## src/rtl/serial_add_pkg.sv

```systemverilog
// rtl/serial_add_pkg.sv - shared types and constants for the bit-serial adder sequencer
package serial_add_pkg;

    typedef enum logic [1:0] {
        IDLE = 2'd0,
        RUN  = 2'd1,
        DONE = 2'd2
    } state_e;

    localparam int WIDTH_MIN = 2;
    localparam int WIDTH_MAX = 32;

endpackage

```

## src/rtl/full_adder_cell.sv

```systemverilog
// rtl/full_adder_cell.sv - combinational 1-bit full adder
module full_adder_cell (
    input  logic a,
    input  logic b,
    input  logic cin,
    output logic s,
    output logic c
);

    assign s = a ^ b ^ cin;
    assign c = (a & b) | (a & cin) | (b & cin);

endmodule

```

## src/rtl/serial_add_ctrl.sv

```systemverilog
// rtl/serial_add_ctrl.sv - bit-serial add/subtract sequencer around one full-adder cell
module serial_add_ctrl
    import serial_add_pkg::*;
#(
    parameter  int WIDTH = 8,
    localparam int CNT_W = $clog2(WIDTH)
) (
    input  logic             clk,
    input  logic             rst_n,
    input  logic             in_valid,
    output logic             in_ready,
    input  logic [WIDTH-1:0] op_a,
    input  logic [WIDTH-1:0] op_b,
    input  logic             cin,
    input  logic             sub,
    output logic             out_valid,
    input  logic             out_ready,
    output logic [WIDTH-1:0] sum,
    output logic             cout,
    output logic             ovf,
    output logic             busy
);

    generate
        if (WIDTH < WIDTH_MIN || WIDTH > WIDTH_MAX) begin : g_width_check
            $error("serial_add_ctrl: WIDTH out of range");
        end
    endgenerate

    state_e             state_q, state_d;
    logic [WIDTH-1:0]   a_sh_q, a_sh_d;
    logic [WIDTH-1:0]   b_sh_q, b_sh_d;
    logic [WIDTH-1:0]   sum_q, sum_d;
    logic [CNT_W-1:0]   cnt_q, cnt_d;
    logic               carry_q, carry_d;
    logic               msb_cin_q, msb_cin_d;
    logic               cout_q, cout_d;
    logic               ovf_q, ovf_d;
    logic               out_valid_q, out_valid_d;
    logic               fa_s, fa_c;

    full_adder_cell u_cell (
        .a   (a_sh_q[0]),
        .b   (b_sh_q[0]),
        .cin (carry_q),
        .s   (fa_s),
        .c   (fa_c)
    );

    always_comb begin
        state_d     = state_q;
        a_sh_d      = a_sh_q;
        b_sh_d      = b_sh_q;
        sum_d       = sum_q;
        cnt_d       = cnt_q;
        carry_d     = carry_q;
        msb_cin_d   = msb_cin_q;
        cout_d      = cout_q;
        ovf_d       = ovf_q;
        out_valid_d = out_valid_q;
        unique case (state_q)
            IDLE: begin
                if (in_valid) begin
                    // Subtraction is a + ~b + 1; the +1 rides in on the carry flop.
                    a_sh_d  = op_a;
                    b_sh_d  = sub ? ~op_b : op_b;
                    carry_d = sub ? 1'b1 : cin;
                    cnt_d   = '0;
                    state_d = RUN;
                end
            end
            RUN: begin
                sum_d   = {fa_s, sum_q[WIDTH-1:1]};
                a_sh_d  = a_sh_q >> 1;
                b_sh_d  = b_sh_q >> 1;
                carry_d = fa_c;
                cnt_d   = cnt_q + 1'b1;
                if (cnt_q == CNT_W'(WIDTH - 2)) begin
                    msb_cin_d = fa_c;
                end
                if (cnt_q == CNT_W'(WIDTH - 1)) begin
                    cnt_d       = '0;
                    cout_d      = fa_c;
                    ovf_d       = msb_cin_q ^ fa_c;
                    out_valid_d = 1'b1;
                    state_d     = DONE;
                end
            end
            DONE: begin
                if (out_ready) begin
                    out_valid_d = 1'b0;
                    state_d     = IDLE;
                end
            end
            default: state_d = IDLE;
        endcase
    end

    always_ff @(posedge clk or negedge rst_n) begin
        if (!rst_n) begin
            state_q     <= IDLE;
            a_sh_q      <= '0;
            b_sh_q      <= '0;
            sum_q       <= '0;
            cnt_q       <= '0;
            carry_q     <= 1'b0;
            msb_cin_q   <= 1'b0;
            cout_q      <= 1'b0;
            ovf_q       <= 1'b0;
            out_valid_q <= 1'b0;
        end else begin
            state_q     <= state_d;
            a_sh_q      <= a_sh_d;
            b_sh_q      <= b_sh_d;
            sum_q       <= sum_d;
            cnt_q       <= cnt_d;
            carry_q     <= carry_d;
            msb_cin_q   <= msb_cin_d;
            cout_q      <= cout_d;
            ovf_q       <= ovf_d;
            out_valid_q <= out_valid_d;
        end
    end

    assign in_ready  = (state_q == IDLE);
    assign busy      = (state_q != IDLE);
    assign out_valid = out_valid_q;
    assign sum       = sum_q;
    assign cout      = cout_q;
    assign ovf       = ovf_q;

endmodule
```

## config.mk

```make
export PLATFORM = sky130hd
export DESIGN_NAME = serial_add_ctrl
export DESIGN_NICKNAME = d
export VERILOG_FILES = /design/src/rtl/serial_add_pkg.sv /design/src/rtl/full_adder_cell.sv /design/src/rtl/serial_add_ctrl.sv
export SDC_FILE = /design/constraint.sdc
export NUM_CORES = 1
export LEC_CHECK = 0
export BUFFER_PORTS_ARGS = -buffer_cell sky130_fd_sc_hd__buf_2
export CAP_MARGIN = 20
export CORE_MARGIN = 5
export CORE_UTILIZATION = 47
export DETAILED_ROUTE_END_ITERATION = 7
export PLACE_DENSITY = 0.67
export SLEW_MARGIN = 40
export SYNTH_ARGS = -nofsm -noshare
export SYNTH_HDL_FRONTEND = slang
export SYNTH_SLANG_ARGS = --single-unit
```

## constraint.sdc

```tcl
create_clock -name clk -period 3.1 [get_ports clk]
set_input_delay 0.465 -clock clk [delete_from_list [all_inputs] [get_ports clk]]
set_output_delay 0.465 -clock clk [all_outputs]
set_load 0.02 [all_outputs]
```

# --- Yosys cells after proc, flatten, opt, wreduce, memory -nomap -nowiden ---
# Cells that the tools add are included.
word_totals:
  wordCells: 54
  out_inout_bits: 13
  inputBits: 22
  reg_bits: 34
classes:
  muxes: 18
  n_reduce_logical: 9
  eq_ne: 7
  add_sub_neg: 1
  bitwise_logic: 9
ops:
  columns: ["operator", "count"]
  rows:
  - ["8-bit one-hot mux with 2 select lines", 2]
  - ["8-bit 2-to-1 mux", 3]
  - ["8-bit inverter", 1]
  - ["3-bit equality test (second input constant)", 2]
  - ["2-bit 2-to-1 mux", 3]
  - ["3-bit 2-to-1 mux", 2]
  - ["2-bit inequality test (second input constant)", 3]
  - ["2-bit one-hot mux with 3 select lines", 1]
  - ["3-bit one-hot mux with 2 select lines", 1]
  - ["2-bit AND reduction", 3]
  - ["3-bit AND reduction", 2]
  - ["2-bit nonzero test", 3]
  - ["1-bit 2-to-1 mux", 4]
  - ["1-bit one-hot mux with 2 select lines", 2]
  - ["3-bit by 1-bit adder with 3-bit output (second input constant)", 1]
  - ["1-bit AND", 3]
  - ["1-bit XOR", 3]
  - ["2-bit by 1-bit equality test with 1-bit output (second input constant)", 1]
  - ["2-bit equality test (second input constant)", 1]
  - ["2-bit zero test", 1]
  - ["1-bit OR", 2]

# --- Longest topological paths before layout ---
# Gate-level depths: netlist (run 1).
depth:
  depth_word: 4
  ltp_mapped: 5
  ltp_nobuf: 5

# --- Modules after synthesis ---
# Synthesis (run 1) repeated with hierarchy kept, for this count alone.
unflattened:
  hier_cells: 158
  hier_area_um2: 1709.1
modules_own_cells:
  columns: ["module", "seq_area_each_um2", "n_inst", "area_per_inst_um2", "cells_each"]
  rows:
  - ["serial_add_ctrl", 850.8, 1, 1689.1, 157]
  - ["full_adder_cell", 0.0, 1, 20.0, 1]

# --- Worst setup path before layout (run 1) ---
# Ideal clock, no wire load.
synth_timing:
  path_type: "reg-to-output"
  from: "register state_q[0]"
  to: "output in_ready"
  path_buffers: 1
  required_time_ps: 2635
  path_stages_with_launch: 4
  arrival_ps: 1104
  path_slack_ps: 1531
  cell_sequence: "dfrtp_1 > clkbuf_1 > or2_2 > inv_1"
synth_between:
  elab_chain_len: 1
synth_rtl:
  columns: ["item", "line_no", "text"]
  rows:
  - ["start: declaration", "serial_add_ctrl.sv:30", "state_e state_q, state_d;"]
  - ["start signal: assignment", "serial_add_ctrl.sv:112", "state_q <= state_d;"]
  - ["2-bit zero test", "serial_add_ctrl.sv:125", "assign in_ready = (state_q == IDLE);"]
  - ["end: declaration", "serial_add_ctrl.sv:11", "output logic in_ready,"]
# Every way passes these cells.

# --- Worst setup path after layout (run 1) ---
layout_timing:
  from: "register state_q[1]"
  to: "output in_ready"
# The elaborated chain is that of the path after synthesis.

==> report_table.html, run 1 <==
<table>
<tr><th>Metric</th><th>Value</th></tr>
<tr><th colspan="2">Drt</th></tr>
<tr><td>DRC Markers</td><td>0</td></tr>
<tr><td>Via count</td><td>between 1000 and 1500</td></tr>
<tr><td>Vias per cell</td><td>5.50</td></tr>
<tr><td>Avg WL per Cell</td><td>14.9 um</td></tr>
<tr><td>Detail Route Antenna Nets</td><td>0</td></tr>
<tr><td>Iter 0 DRT Violations</td><td>49</td></tr>
<tr><td>Drt first pass iters</td><td>4</td></tr>
<tr><td>Wire length reported by the detailed router</td><td>~3500 um</td></tr>
<tr><th colspan="2">Clocking</th></tr>
<tr><td>Cts hold-fix bufs</td><td>0</td></tr>
<tr><td>Number of H-tree branching levels</td><td>2</td></tr>
<tr><td>Post CTS Setup Buffer Count</td><td>0</td></tr>
<tr><td>TritonCTS buffer count</td><td>5</td></tr>
<tr><td>Clock transition at path regs</td><td>approximately 0.11 ns</td></tr>
<tr><td>CTS Root Cell</td><td>clkbuf_4</td></tr>
<tr><td>Clk sink count</td><td>34</td></tr>
<tr><td>Later-pin clock latency in the skew report</td><td>approximately 0.34 ns</td></tr>
<tr><td>CTS tree</td><td>done</td></tr>
<tr><td>Number of instances resized during post-cts repair</td><td>0</td></tr>
<tr><td>Bufs on Longest Clock Path</td><td>2</td></tr>
<tr><th colspan="2">Yosys</th></tr>
<tr><td>Number of storage elements in the synthesis netlist</td><td>34</td></tr>
<tr><td>Post-synthesis cell count</td><td>~160</td></tr>
<tr><td>Synth Cell Area</td><td>between 1500 and 2000 um^2</td></tr>
<tr><td>Sequential element share of the synthesized area</td><td>between 50% and 60%</td></tr>
<tr><td>Number of distinct standard cells referenced by the synthesized netlist</td><td>26</td></tr>
<tr><td>Mean instance size in the synthesized netlist</td><td>10.9 um^2</td></tr>
<tr><td>Yosys warning total</td><td>0</td></tr>
<tr><td>Mapped Nets</td><td>approximately 180</td></tr>
<tr><th colspan="2">Die</th></tr>
<tr><td>Row count</td><td>21</td></tr>
<tr><td>Initial standard-cell utilization of the core</td><td>between 40% and 50%</td></tr>
<tr><td>Die Wd</td><td>about 70 um</td></tr>
<tr><td>Area of the core region</td><td>3420 um^2</td></tr>
<tr><td>I/O pin cnt</td><td>35</td></tr>
<tr><td>Die Height</td><td>70.1 um</td></tr>
<tr><td>Total die area</td><td>a little under 5000 um^2</td></tr>
<tr><th colspan="2">Final layout</th></tr>
<tr><td>N_diodes</td><td>0</td></tr>
<tr><td>Layout Cells excl Fill</td><td>about 230</td></tr>
<tr><td>Most frequent standard cell in the layout excluding fill and tap cells</td><td>dfrtp_1</td></tr>
<tr><td>Fraction of layout instances using a drive strength above 1</td><td>between 30% and 40%</td></tr>
<tr><td>Final core utilization</td><td>between 50% and 60%</td></tr>
<tr><td>Most frequent cells in the layout</td><td>dfrtp_1 (34), buf_2 (33), a21oi_1 (12)</td></tr>
<tr><td>Area added between synthesis and finish</td><td>15.9%</td></tr>
<tr><td>Layout net count</td><td>around 210</td></tr>
<tr><td>Filler cell count in the final layout</td><td>about 320</td></tr>
<tr><th colspan="2">Global route</th></tr>
<tr><td>Number of global-route vias before repair</td><td>1288</td></tr>
<tr><td>Wire length of the first global-routing pass</td><td>5890 um</td></tr>
<tr><td>Residual overflow from global routing</td><td>0</td></tr>
<tr><td>Total GRT Usage</td><td>between 15 and 20%</td></tr>
<tr><td>Maximum number of pins on one net before global-route repair</td><td>35</td></tr>
<tr><td>Initial antenna violation count</td><td>0</td></tr>
<tr><th colspan="2">Pwr</th></tr>
<tr><td>Proportion of power drawn by the clock network</td><td>approximately 17%</td></tr>
<tr><td>Net switching fraction of the power</td><td>between 30% and 40%</td></tr>
<tr><td>Pwr Density</td><td>888 nW/um^2</td></tr>
<tr><td>Highest ir drop seen on vdd</td><td>0.000358 V</td></tr>
<tr><td>Power after layout</td><td>~0.0017 W</td></tr>
<tr><td>Part of the power in registers</td><td>around 44%</td></tr>
<tr><td>Share of total power in combinational logic</td><td>around two fifths</td></tr>
<tr><td>P_leak</td><td>between 0.9 and 1 nW</td></tr>
<tr><td>Switching power summed over all nets</td><td>around 0.00066 W</td></tr>
<tr><td>Internal power</td><td>approximately 0.0011 W</td></tr>
<tr><th colspan="2">STA</th></tr>
<tr><td>Setup skew after layout</td><td>~0.014 ns</td></tr>
<tr><td>Final period demand of the worst path</td><td>between 2 and 2.5 ns</td></tr>
<tr><td>Setup slack of the critical path after layout</td><td>0.998 ns</td></tr>
<tr><td>Final Hold Violating Endpoints</td><td>0</td></tr>
<tr><td>Share of the clock period used by the worst path after layout</td><td>between 60% and 70%</td></tr>
<tr><td>Maximum clock frequency</td><td>around 0.48 GHz</td></tr>
<tr><td>Setup violators final</td><td>0</td></tr>
<tr><td>Worst rel slew slack</td><td>around half</td></tr>
<tr><td>Transition time at the pin with the least slew margin</td><td>~0.75 ns</td></tr>
<tr><td>Final sum of negative setup slack</td><td>0 ns</td></tr>
<tr><td>Max Transition Viols Final</td><td>0</td></tr>
<tr><td>Setup repair after global routing missed its margin</td><td>false</td></tr>
<tr><th colspan="2">Run</th></tr>
<tr><td>MaxCap Viol Count</td><td>0</td></tr>
<tr><th colspan="2">Place</th></tr>
<tr><td>Placed wire-length estimate</td><td>approximately 2400 um</td></tr>
<tr><td>Setup Slack @ Placement</td><td>between 1 and 1.5 ns</td></tr>
<tr><td>Placed Cells incl. Taps</td><td>226</td></tr>
<tr><td>GP Congestion</td><td>between 0.7 and 0.8</td></tr>
<tr><td>Port Buffers</td><td>34</td></tr>
<tr><th colspan="2">Setup path</th></tr>
<tr><td>Sequence of cells on the critical path</td><td>or2_2 -&gt; inv_1 -&gt; buf_2</td></tr>
<tr><td>Delay of the slowest cell on the worst path</td><td>0.67 ns</td></tr>
<tr><td>Start-to-end type of the worst setup path</td><td>flop to output pin</td></tr>
<tr><td>Top delay family on crit path</td><td>flip-flops</td></tr>
<tr><td>Worst setup SP type</td><td>flop</td></tr>
<tr><td>Worst Path Arrival</td><td>1.64 ns</td></tr>
<tr><td>WP buf/inv</td><td>2</td></tr>
<tr><td>WP data required</td><td>approximately 2.6 ns</td></tr>
<tr><td>Endpoint class of the critical path</td><td>output pin</td></tr>
<tr><td>Highest-delay cell along the critical path</td><td>dfrtp_1</td></tr>
<tr><td>Worst-path maximum fanout</td><td>23</td></tr>
<tr><th colspan="2">Run status</th></tr>
<tr><td>Run status</td><td>finished clean</td></tr>
<tr><th colspan="2">Worst hold path</th></tr>
<tr><td>Class of the tightest hold or removal check</td><td>input port to asynchronous set/reset pin</td></tr>
</table>
cell families (layout without fill, tap and decap cells):
family / count (synthesis) / in the layout / share of synthesized area (%)
compound gates: 48 / 48 / 19.1
fa+ha+maj: 5 / 5 / 4.13
flops: 34 / 34 / 50.2
xor+xnor: 9 / 9 / 4.65
mux: 12 / 12 / 7.90
buf+inv: 19 / 51 / 4.72
simple gates: 29 / 29 / 9.30
layer usage:
metal	up-vias	routed length, um	share of wire [%]	GRT usage, %
met1	625	1540	44	19.1
met2	40	1690	49	24.3
met3	8	185	5.3	4.16
met5	-	0	0	0
met4	0	66	1.9	6.38
li1	615	-	-	-
power groups by stage:
stage	combinational (W)	clock, W	sequential [W]
finish	0.000668	0.000302	0.000775
detailed placement	0.000673	0	0.000783
floorplan	0.000452	0	0.000799
global route	0.000740	0.000330	0.000801
CTS	0.000677	0.000311	0.000774
global placement	0.000647	0	0.000766
flip-flops by register name, indices dropped and copies added, names as in the netlist:
register / count
sum: 8
b_sh_q: 8
carry_q: 1
cout: 1
out_valid: 1
msb_cin_q: 1
a_sh_q: 8
ovf: 1
cnt_q: 3
state_q: 2
cells in the mapped netlist:
cell	n	area (um^2)
or2_2	2	12.5
o32ai_1	4	35.0
xnor2_1	7	61.3
a22o_1	3	26.3
a221o_1	5	50.1
buf_2	7	35.0
xor2_1	2	17.5
inv_1	8	30.0
nand3_1	1	5.00
nand2_1	7	26.3
o211ai_1	2	15.0
o21ai_0	11	55.1
mux2i_1	1	10.0
clkbuf_1	3	11.3
nor2_1	6	22.5
ha_1	4	50.1
buf_1	1	3.75
o31ai_1	1	7.51
mux2_2	11	124
fa_1	1	20.0
a21oi_1	12	60.1
nor2b_1	6	37.5
a22oi_1	10	75.1
and2b_1	6	45.0
dfrtp_1	34	851
or3b_1	1	8.76
final cells by class:
class | count | area, um^2 | area share (%)
sequential | 34 | 851 | 43.3
multi-input combinational | 103 | 767 | 39.0
timing repair buffer | 35 | 180 | 9.17
clock buffer | 8 | 78.8 | 4.01
tap | 46 | 57.6 | 2.93
inverter | 8 | 30.0 | 1.53
final timing paths:
| path | from | end | slack [ns] | depth (start not counted) |
|---|---|---|---|---|
| max reg2reg | state_q[0] | sum[2] | 1.06 | 3 |
| min in group clk | out_ready | state_q[1] | 0.31 | 2 |
| min | rst_n | state_q[0] | 0.06 | 1 |
| min reg2reg | sum[0] | sum[0] | 0.51 | 1 |
| max | state_q[1] | in_ready | 1.0 | 3 |
| max in group asynchronous | rst_n | b_sh_q[2] | 2.73 | 1 |
per-stage QoR:
stage               hold slack [ns]  cell area, um^2
CTS                           0.207             1960
floorplan                     0.169             1700
finish                       0.0561             1960
detailed placement            0.491             1880
global placement              0.485             1880
global route                 0.0835             1960
Power figures use the tool's default switching activity.
==> run 2, diff against run 1 <==
Clock period 3.1 ns to 2.2 ns, I/O delays scaled along.
==> run 2 against run 1 <==
Compared with the run above: first-iteration DRC count grew 61%; clock-buffer cell count shrank 3; largest cell class unchanged; worst hold slack gained 0.12 ns; sequential cell count is the same; highest routed layer unchanged; die area is the same; clock skew shrank 0.011 ns; critical path type unchanged.
==> report_table.html, run 2 (synthesized netlist as in run 1, its figures left out) <==
<table>
<tr><th>Metric</th><th>Value</th></tr>
<tr><th colspan="2">Drt</th></tr>
<tr><td>Detail Route Antenna Nets</td><td>0</td></tr>
<tr><td>Avg WL per Cell</td><td>between 10 and 15 um</td></tr>
<tr><td>DRC Markers</td><td>0</td></tr>
<tr><td>Via count</td><td>between 1000 and 1500</td></tr>
<tr><td>Drt first pass iters</td><td>4</td></tr>
<tr><td>Iter 0 DRT Violations</td><td>79</td></tr>
<tr><td>Wire length reported by the detailed router</td><td>between 3000 and 4000 um</td></tr>
<tr><td>Vias per cell</td><td>~5.4</td></tr>
<tr><th colspan="2">Global route</th></tr>
<tr><td>Maximum number of pins on one net before global-route repair</td><td>35</td></tr>
<tr><td>Residual overflow from global routing</td><td>0</td></tr>
<tr><td>Total GRT Usage</td><td>between 15 and 20%</td></tr>
<tr><td>Grt met1 use</td><td>around 18%</td></tr>
<tr><td>Initial antenna violation count</td><td>0</td></tr>
<tr><td>Number of global-route vias before repair</td><td>1333</td></tr>
<tr><td>Peak-usage layer in the global routing report</td><td>met2</td></tr>
<tr><td>Global routing usage on met2</td><td>a little over a quarter</td></tr>
<tr><td>Wire length of the first global-routing pass</td><td>6090 um</td></tr>
<tr><td>Met3 usage</td><td>under 10%</td></tr>
<tr><th colspan="2">Setup path</th></tr>
<tr><td>Sequence of cells on the critical path</td><td>buf_4 -&gt; or2_2 -&gt; inv_1 -&gt; buf_2</td></tr>
<tr><td>Worst setup SP type</td><td>flop</td></tr>
<tr><td>WP data required</td><td>roughly 1.9 ns</td></tr>
<tr><td>Logic depth of the worst register-to-register path</td><td>3</td></tr>
<tr><td>Start-to-end type of the worst setup path</td><td>flop to output pin</td></tr>
<tr><td>Worst Path Arrival</td><td>roughly 1.6 ns</td></tr>
<tr><td>Worst-path maximum fanout</td><td>13</td></tr>
<tr><td>Highest-delay cell along the critical path</td><td>dfrtp_1</td></tr>
<tr><td>Delay of the slowest cell on the worst path</td><td>~0.54 ns</td></tr>
<tr><td>Endpoint class of the critical path</td><td>output pin</td></tr>
<tr><th colspan="2">Run</th></tr>
<tr><td>MaxCap Viol Count</td><td>0</td></tr>
<tr><th colspan="2">Pwr</th></tr>
<tr><td>Net switching fraction of the power</td><td>39.3%</td></tr>
<tr><td>P_leak</td><td>between 0.9 and 1 nW</td></tr>
<tr><td>Switching power summed over all nets</td><td>slightly above 0.0009 W</td></tr>
<tr><td>Share of total power in combinational logic</td><td>42.3%</td></tr>
<tr><td>Part of the power in registers</td><td>44.1%</td></tr>
<tr><td>Proportion of power drawn by the clock network</td><td>a little over an eighth</td></tr>
<tr><td>Pwr Density</td><td>around 1200 nW/um^2</td></tr>
<tr><td>Internal power</td><td>approximately 0.0014 W</td></tr>
<tr><td>Highest ir drop seen on vdd</td><td>approximately 0.00053 V</td></tr>
<tr><th colspan="2">STA</th></tr>
<tr><td>Final Hold Violating Endpoints</td><td>0</td></tr>
<tr><td>Final period demand of the worst path</td><td>1.96 ns</td></tr>
<tr><td>Max Transition Viols Final</td><td>0</td></tr>
<tr><td>Setup skew after layout</td><td>~0.0034 ns</td></tr>
<tr><td>Worst rel slew slack</td><td>approximately two thirds</td></tr>
<tr><td>Setup repair after global routing missed its margin</td><td>false</td></tr>
<tr><td>Setup violators final</td><td>0</td></tr>
<tr><td>Final sum of negative setup slack</td><td>0 ns</td></tr>
<tr><td>Maximum clock frequency</td><td>~0.51 GHz</td></tr>
<tr><td>Final Hold Slack</td><td>roughly 0.18 ns</td></tr>
<tr><td>Share of the clock period used by the worst path after layout</td><td>between 80% and 90%</td></tr>
<tr><td>Transition time at the pin with the least slew margin</td><td>around 0.52 ns</td></tr>
<tr><th colspan="2">Clocking</th></tr>
<tr><td>Clk sink count</td><td>34</td></tr>
<tr><td>Number of H-tree branching levels</td><td>2</td></tr>
<tr><td>TritonCTS buffer count</td><td>5</td></tr>
<tr><td>Number of instances resized during post-cts repair</td><td>0</td></tr>
<tr><td>Bufs on Longest Clock Path</td><td>2</td></tr>
<tr><td>Later-pin clock latency in the skew report</td><td>between 0.3 and 0.4 ns</td></tr>
<tr><td>Clock transition at path regs</td><td>0.10 ns</td></tr>
<tr><td>CTS tree</td><td>done</td></tr>
<tr><td>CTS Root Cell</td><td>clkbuf_4</td></tr>
<tr><th colspan="2">Final layout</th></tr>
<tr><td>Area added between synthesis and finish</td><td>15.9%</td></tr>
<tr><td>Fraction of layout instances using a drive strength above 1</td><td>30.9%</td></tr>
<tr><td>Most frequent cells in the layout</td><td>dfrtp_1 (34), buf_2 (33), a21oi_1 (12)</td></tr>
<tr><td>Layout Cells excl Fill</td><td>~240</td></tr>
<tr><td>Layout net count</td><td>approximately 220</td></tr>
<tr><td>Cell area after layout</td><td>1970 um^2</td></tr>
<tr><td>N_diodes</td><td>0</td></tr>
<tr><td>Most frequent standard cell in the layout excluding fill and tap cells</td><td>dfrtp_1</td></tr>
<tr><th colspan="2">Die</th></tr>
<tr><td>Die Wd</td><td>70.1 um</td></tr>
<tr><td>Row count</td><td>21</td></tr>
<tr><td>I/O pin cnt</td><td>35</td></tr>
<tr><td>Total die area</td><td>between 4000 and 5000 um^2</td></tr>
<tr><td>Initial standard-cell utilization of the core</td><td>a little under 50%</td></tr>
<tr><td>Die Height</td><td>about 70 um</td></tr>
<tr><td>Area of the core region</td><td>3420 um^2</td></tr>
<tr><th colspan="2">Place</th></tr>
<tr><td>Port Buffers</td><td>34</td></tr>
<tr><td>Placed Cells incl. Taps</td><td>between 200 and 250</td></tr>
<tr><td>GP Congestion</td><td>~0.8</td></tr>
<tr><td>Area of placed instances</td><td>roughly 1900 um^2</td></tr>
<tr><td>Placed wire-length estimate</td><td>2480 um</td></tr>
<tr><th colspan="2">Worst hold path</th></tr>
<tr><td>Class of the tightest hold or removal check</td><td>input port to flop</td></tr>
<tr><td>Cell count of the worst hold path</td><td>2</td></tr>
<tr><th colspan="2">Run status</th></tr>
<tr><td>Run status</td><td>finished clean</td></tr>
</table>
[run 2: cell types whose count changed in the layout (fill, tap and decap cells not counted)]
| cell | before | now |
|---|---|---|
| buf_4 | 2 | 5 |
| clkinv_2 | 0 | 2 |
| dlygate4sd3_1 | 0 | 1 |
| clkbuf_8 | 3 | 0 |
[run 2: what timing repair did]
action,CTS,global route
setup buffers,0,0
hold buffers,0,1
endpoints found under the hold margin,0,34
[run 2: worst max-delay path: cells and delay by family (launching register included)]
| kind | cells | cell delay, ns |
|---|---|---|
| flops | 1 | 0.54 |
| simple gates | 1 | 0.29 |
| buf+inv | 3 | 0.45 |
[run 2: final timing paths]
check,start,endpoint,slack (ns)
hold reg to reg,sum[0],sum[0],0.51
setup reg to reg,state_q[1],sum[6],0.51
setup / recovery,state_q[1],in_ready,0.24
hold / removal,out_ready,state_q[1],0.18
max in group asynchronous,rst_n,b_sh_q[4],1.43
min in group asynchronous,rst_n,sum[6],0.45
[run 2: per-layer routing]
metal	vias up	part of all wire, %	wire length [um]
met1	627	41	1430
met3	5	6.4	226
met4	0	1.7	59
li1	624	-	-
met5	-	0	0
met2	33	51	1790
[run 2: area by class of cell]
cell class                 count  area, um^2
clock buffer                   5        37.5
clock inverter                 2        10.0
fill                         309        1450
inverter                       8        30.0
multi-input combinational    103         767
sequential                    34         851
tap                           46        57.6
timing repair buffer          39         213
[run 2: power by group through the flow]
stage	registers (W)	logic, W	clock network [W]
final	0.00105	0.00101	0.000322
after global routing	0.00109	0.00112	0.000367
after CTS	0.00105	0.00102	0.000335
after detailed placement	0.00106	0.00102	0
after global placement	0.00104	0.000969	0
after floorplan	0.00113	0.000637	0
[run 2: stage by stage]
step	setup slack, ns	total power [W]	util, %
final	0.238	0.00238	57.5
after global routing	0.155	0.00257	57.5
after CTS	0.237	0.00241	57.2
after detailed placement	0.532	0.00208	55.8
after global placement	0.630	0.00201	55.8
after floorplan	0.766	0.00176	-
==> run 3, diff against run 2 <==
Settings changed: CORE_MARGIN 5 to 4.
==> run 3 against run 2 <==
Compared with the run above: utilization increased by 0.37 points; largest cell class unchanged; largest power group unchanged; worst setup slack improved by 0.042 ns; register-to-register slack improved by 0.04 ns; wire length decreased by 6.4%; power increased by 0.67%; combinational power decreased by 4%; sequential power about the same.
==> report_table.html, run 3 (synthesized netlist as in run 1, its figures left out) <==
<table>
<tr><th>Metric</th><th>Value</th></tr>
<tr><th colspan="2">STA</th></tr>
<tr><td>Worst rel slew slack</td><td>54.5%</td></tr>
<tr><td>Max Transition Viols Final</td><td>0</td></tr>
<tr><td>Final Hold Slack</td><td>0.185 ns</td></tr>
<tr><td>Transition time at the pin with the least slew margin</td><td>approximately 0.7 ns</td></tr>
<tr><td>Setup repair after global routing missed its margin</td><td>false</td></tr>
<tr><td>Final sum of negative setup slack</td><td>0 ns</td></tr>
<tr><td>Share of the clock period used by the worst path after layout</td><td>87.3%</td></tr>
<tr><td>Final Hold Violating Endpoints</td><td>0</td></tr>
<tr><td>Setup skew after layout</td><td>0.00537 ns</td></tr>
<tr><td>Maximum clock frequency</td><td>about 0.52 GHz</td></tr>
<tr><td>Final period demand of the worst path</td><td>1.92 ns</td></tr>
<tr><td>Setup violators final</td><td>0</td></tr>
<tr><th colspan="2">Setup path</th></tr>
<tr><td>Sequence of cells on the critical path</td><td>or2_2 -&gt; inv_1 -&gt; buf_2</td></tr>
<tr><td>Delay of the slowest cell on the worst path</td><td>0.64 ns</td></tr>
<tr><td>Top delay family on crit path</td><td>flip-flops</td></tr>
<tr><td>Worst flop-to-flop path startpoint</td><td>state_q[1]</td></tr>
<tr><td>WP data required</td><td>1.87 ns</td></tr>
<tr><td>Crit Reg-Reg Endpoint</td><td>ovf</td></tr>
<tr><td>Highest-delay cell along the critical path</td><td>dfrtp_1</td></tr>
<tr><td>WP buf/inv</td><td>2</td></tr>
<tr><td>Reg-to-reg setup timing slack</td><td>~0.55 ns</td></tr>
<tr><td>Endpoint class of the critical path</td><td>output pin</td></tr>
<tr><td>Start-to-end type of the worst setup path</td><td>flop to output pin</td></tr>
<tr><td>Worst setup SP type</td><td>flop</td></tr>
<tr><td>Logic depth of the worst register-to-register path</td><td>4</td></tr>
<tr><td>Worst-path maximum fanout</td><td>23</td></tr>
<tr><td>Worst Path Arrival</td><td>1.59 ns</td></tr>
<tr><th colspan="2">Clocking</th></tr>
<tr><td>Number of H-tree branching levels</td><td>2</td></tr>
<tr><td>Number of instances resized during post-cts repair</td><td>0</td></tr>
<tr><td>CTS tree</td><td>done</td></tr>
<tr><td>TritonCTS buffer count</td><td>5</td></tr>
<tr><td>Clock transition at path regs</td><td>around 0.1 ns</td></tr>
<tr><td>Post CTS Setup Buffer Count</td><td>0</td></tr>
<tr><td>Cts hold-fix bufs</td><td>0</td></tr>
<tr><td>Clk sink count</td><td>34</td></tr>
<tr><td>Bufs on Longest Clock Path</td><td>2</td></tr>
<tr><td>CTS Root Cell</td><td>clkbuf_4</td></tr>
<tr><td>Later-pin clock latency in the skew report</td><td>0.34 ns</td></tr>
<tr><th colspan="2">Die</th></tr>
<tr><td>Row count</td><td>21</td></tr>
<tr><td>Area of the core region</td><td>around 3400 um^2</td></tr>
<tr><td>Total die area</td><td>roughly 4600 um^2</td></tr>
<tr><td>I/O pin cnt</td><td>35</td></tr>
<tr><td>Die Wd</td><td>a little under 70 um</td></tr>
<tr><td>Initial standard-cell utilization of the core</td><td>49.6%</td></tr>
<tr><td>Die Height</td><td>roughly 68 um</td></tr>
<tr><th colspan="2">Place</th></tr>
<tr><td>GP Congestion</td><td>0.775</td></tr>
<tr><td>Port Buffers</td><td>34</td></tr>
<tr><td>Placed wire-length estimate</td><td>approximately 2300 um</td></tr>
<tr><td>Area of placed instances</td><td>around 1900 um^2</td></tr>
<tr><th colspan="2">Worst hold path</th></tr>
<tr><td>Class of the tightest hold or removal check</td><td>input port to flop</td></tr>
<tr><td>Sink of the worst hold path</td><td>state_q[1]</td></tr>
<tr><td>Min-Delay Startpoint</td><td>out_ready</td></tr>
<tr><td>Cell count of the worst hold path</td><td>2</td></tr>
<tr><th colspan="2">Pwr</th></tr>
<tr><td>Highest ir drop seen on vdd</td><td>between 0.0004 and 0.0005 V</td></tr>
<tr><td>Pwr Density</td><td>1210 nW/um^2</td></tr>
<tr><td>P_leak</td><td>around 0.95 nW</td></tr>
<tr><th colspan="2">Global route</th></tr>
<tr><td>Residual overflow from global routing</td><td>0</td></tr>
<tr><td>Total GRT Usage</td><td>16.1%</td></tr>
<tr><td>Maximum number of pins on one net before global-route repair</td><td>35</td></tr>
<tr><td>Number of global-route vias before repair</td><td>~1300</td></tr>
<tr><td>Initial antenna violation count</td><td>0</td></tr>
<tr><td>Wire length of the first global-routing pass</td><td>~5500 um</td></tr>
<tr><th colspan="2">Drt</th></tr>
<tr><td>Vias per cell</td><td>approximately 5.4</td></tr>
<tr><td>Wire length reported by the detailed router</td><td>3280 um</td></tr>
<tr><td>Iter 0 DRT Violations</td><td>42</td></tr>
<tr><td>Detail Route Antenna Nets</td><td>0</td></tr>
<tr><td>Avg WL per Cell</td><td>roughly 14 um</td></tr>
<tr><td>DRC Markers</td><td>0</td></tr>
<tr><td>Via count</td><td>between 1000 and 1500</td></tr>
<tr><td>Drt first pass iters</td><td>4</td></tr>
<tr><th colspan="2">Final layout</th></tr>
<tr><td>Most frequent cells in the layout</td><td>dfrtp_1 (34), buf_2 (33), a21oi_1 (12)</td></tr>
<tr><td>Area added between synthesis and finish</td><td>16.7%</td></tr>
<tr><td>Cell area after layout</td><td>approximately 2000 um^2</td></tr>
<tr><td>Layout net count</td><td>~220</td></tr>
<tr><td>Fraction of layout instances using a drive strength above 1</td><td>slightly above 30%</td></tr>
<tr><td>Most frequent standard cell in the layout excluding fill and tap cells</td><td>dfrtp_1</td></tr>
<tr><td>N_diodes</td><td>0</td></tr>
<tr><th colspan="2">Run</th></tr>
<tr><td>MaxCap Viol Count</td><td>0</td></tr>
<tr><th colspan="2">Run status</th></tr>
<tr><td>Run status</td><td>finished clean</td></tr>
</table>
-- run 3: layout make-up --
| type | instances | area, um^2 |
|---|---|---|
| Clock buffer | 7 | 55.1 |
| Clock inverter | 1 | 5.00 |
| Fill cell | 314 | 1440 |
| Inverter | 8 | 30.0 |
| Multi-Input combinational cell | 103 | 767 |
| Sequential cell | 34 | 851 |
| Tap cell | 46 | 57.6 |
| Timing Repair Buffer | 39 | 213 |
-- run 3: power breakdown --
group	internal [W]	total (W)	switching [W]
Clock	0.000155	0.000358	0.000203
Sequential	0.000863	0.00106	0.000200
Combinational	0.000468	0.000974	0.000506
Total	0.00149	0.00239	0.000909
-- run 3: worst max path at each step --
stage,startpoint,end,slack (ns),depth (start not counted)
2_1_floorplan,state_q[0],in_ready,0.77,3
3_3_place_gp,state_q[1],ovf,0.59,4
3_5_place_dp,state_q[1],ovf,0.55,4
4_1_cts,state_q[1],in_ready,0.26,3
5_1_grt,state_q[1],in_ready,0.17,3
6_report,state_q[1],in_ready,0.28,3
-- run 3: layer usage --
layer	GRT usage [%]	share of wire [%]
met5	0	0
met4	8.19	1.9
met3	3.94	5.9
met2	27.9	49
met1	18.2	43
-- run 3: stage by stage --
| stage | worst slack, ns | util, % | power [W] | cells |
|---|---|---|---|---|
| after floorplan | 0.766 | - | 0.00176 | 156 |
| after global placement | 0.595 | 55.8 | 0.00202 | 229 |
| after detailed placement | 0.549 | 55.8 | 0.00206 | 229 |
| after CTS | 0.256 | 57.5 | 0.00243 | 237 |
| after global routing | 0.168 | 57.9 | 0.00259 | 238 |
| final | 0.280 | 57.9 | 0.00239 | 238 |
-- run 3: worst reg2reg max path: stages (launching register included) --
cell and delay [ns]:
dfrtp_1 0.79, nor2b_2 0.11, buf_4 0.21, nand2_1 0.11, mux2_2 0.34
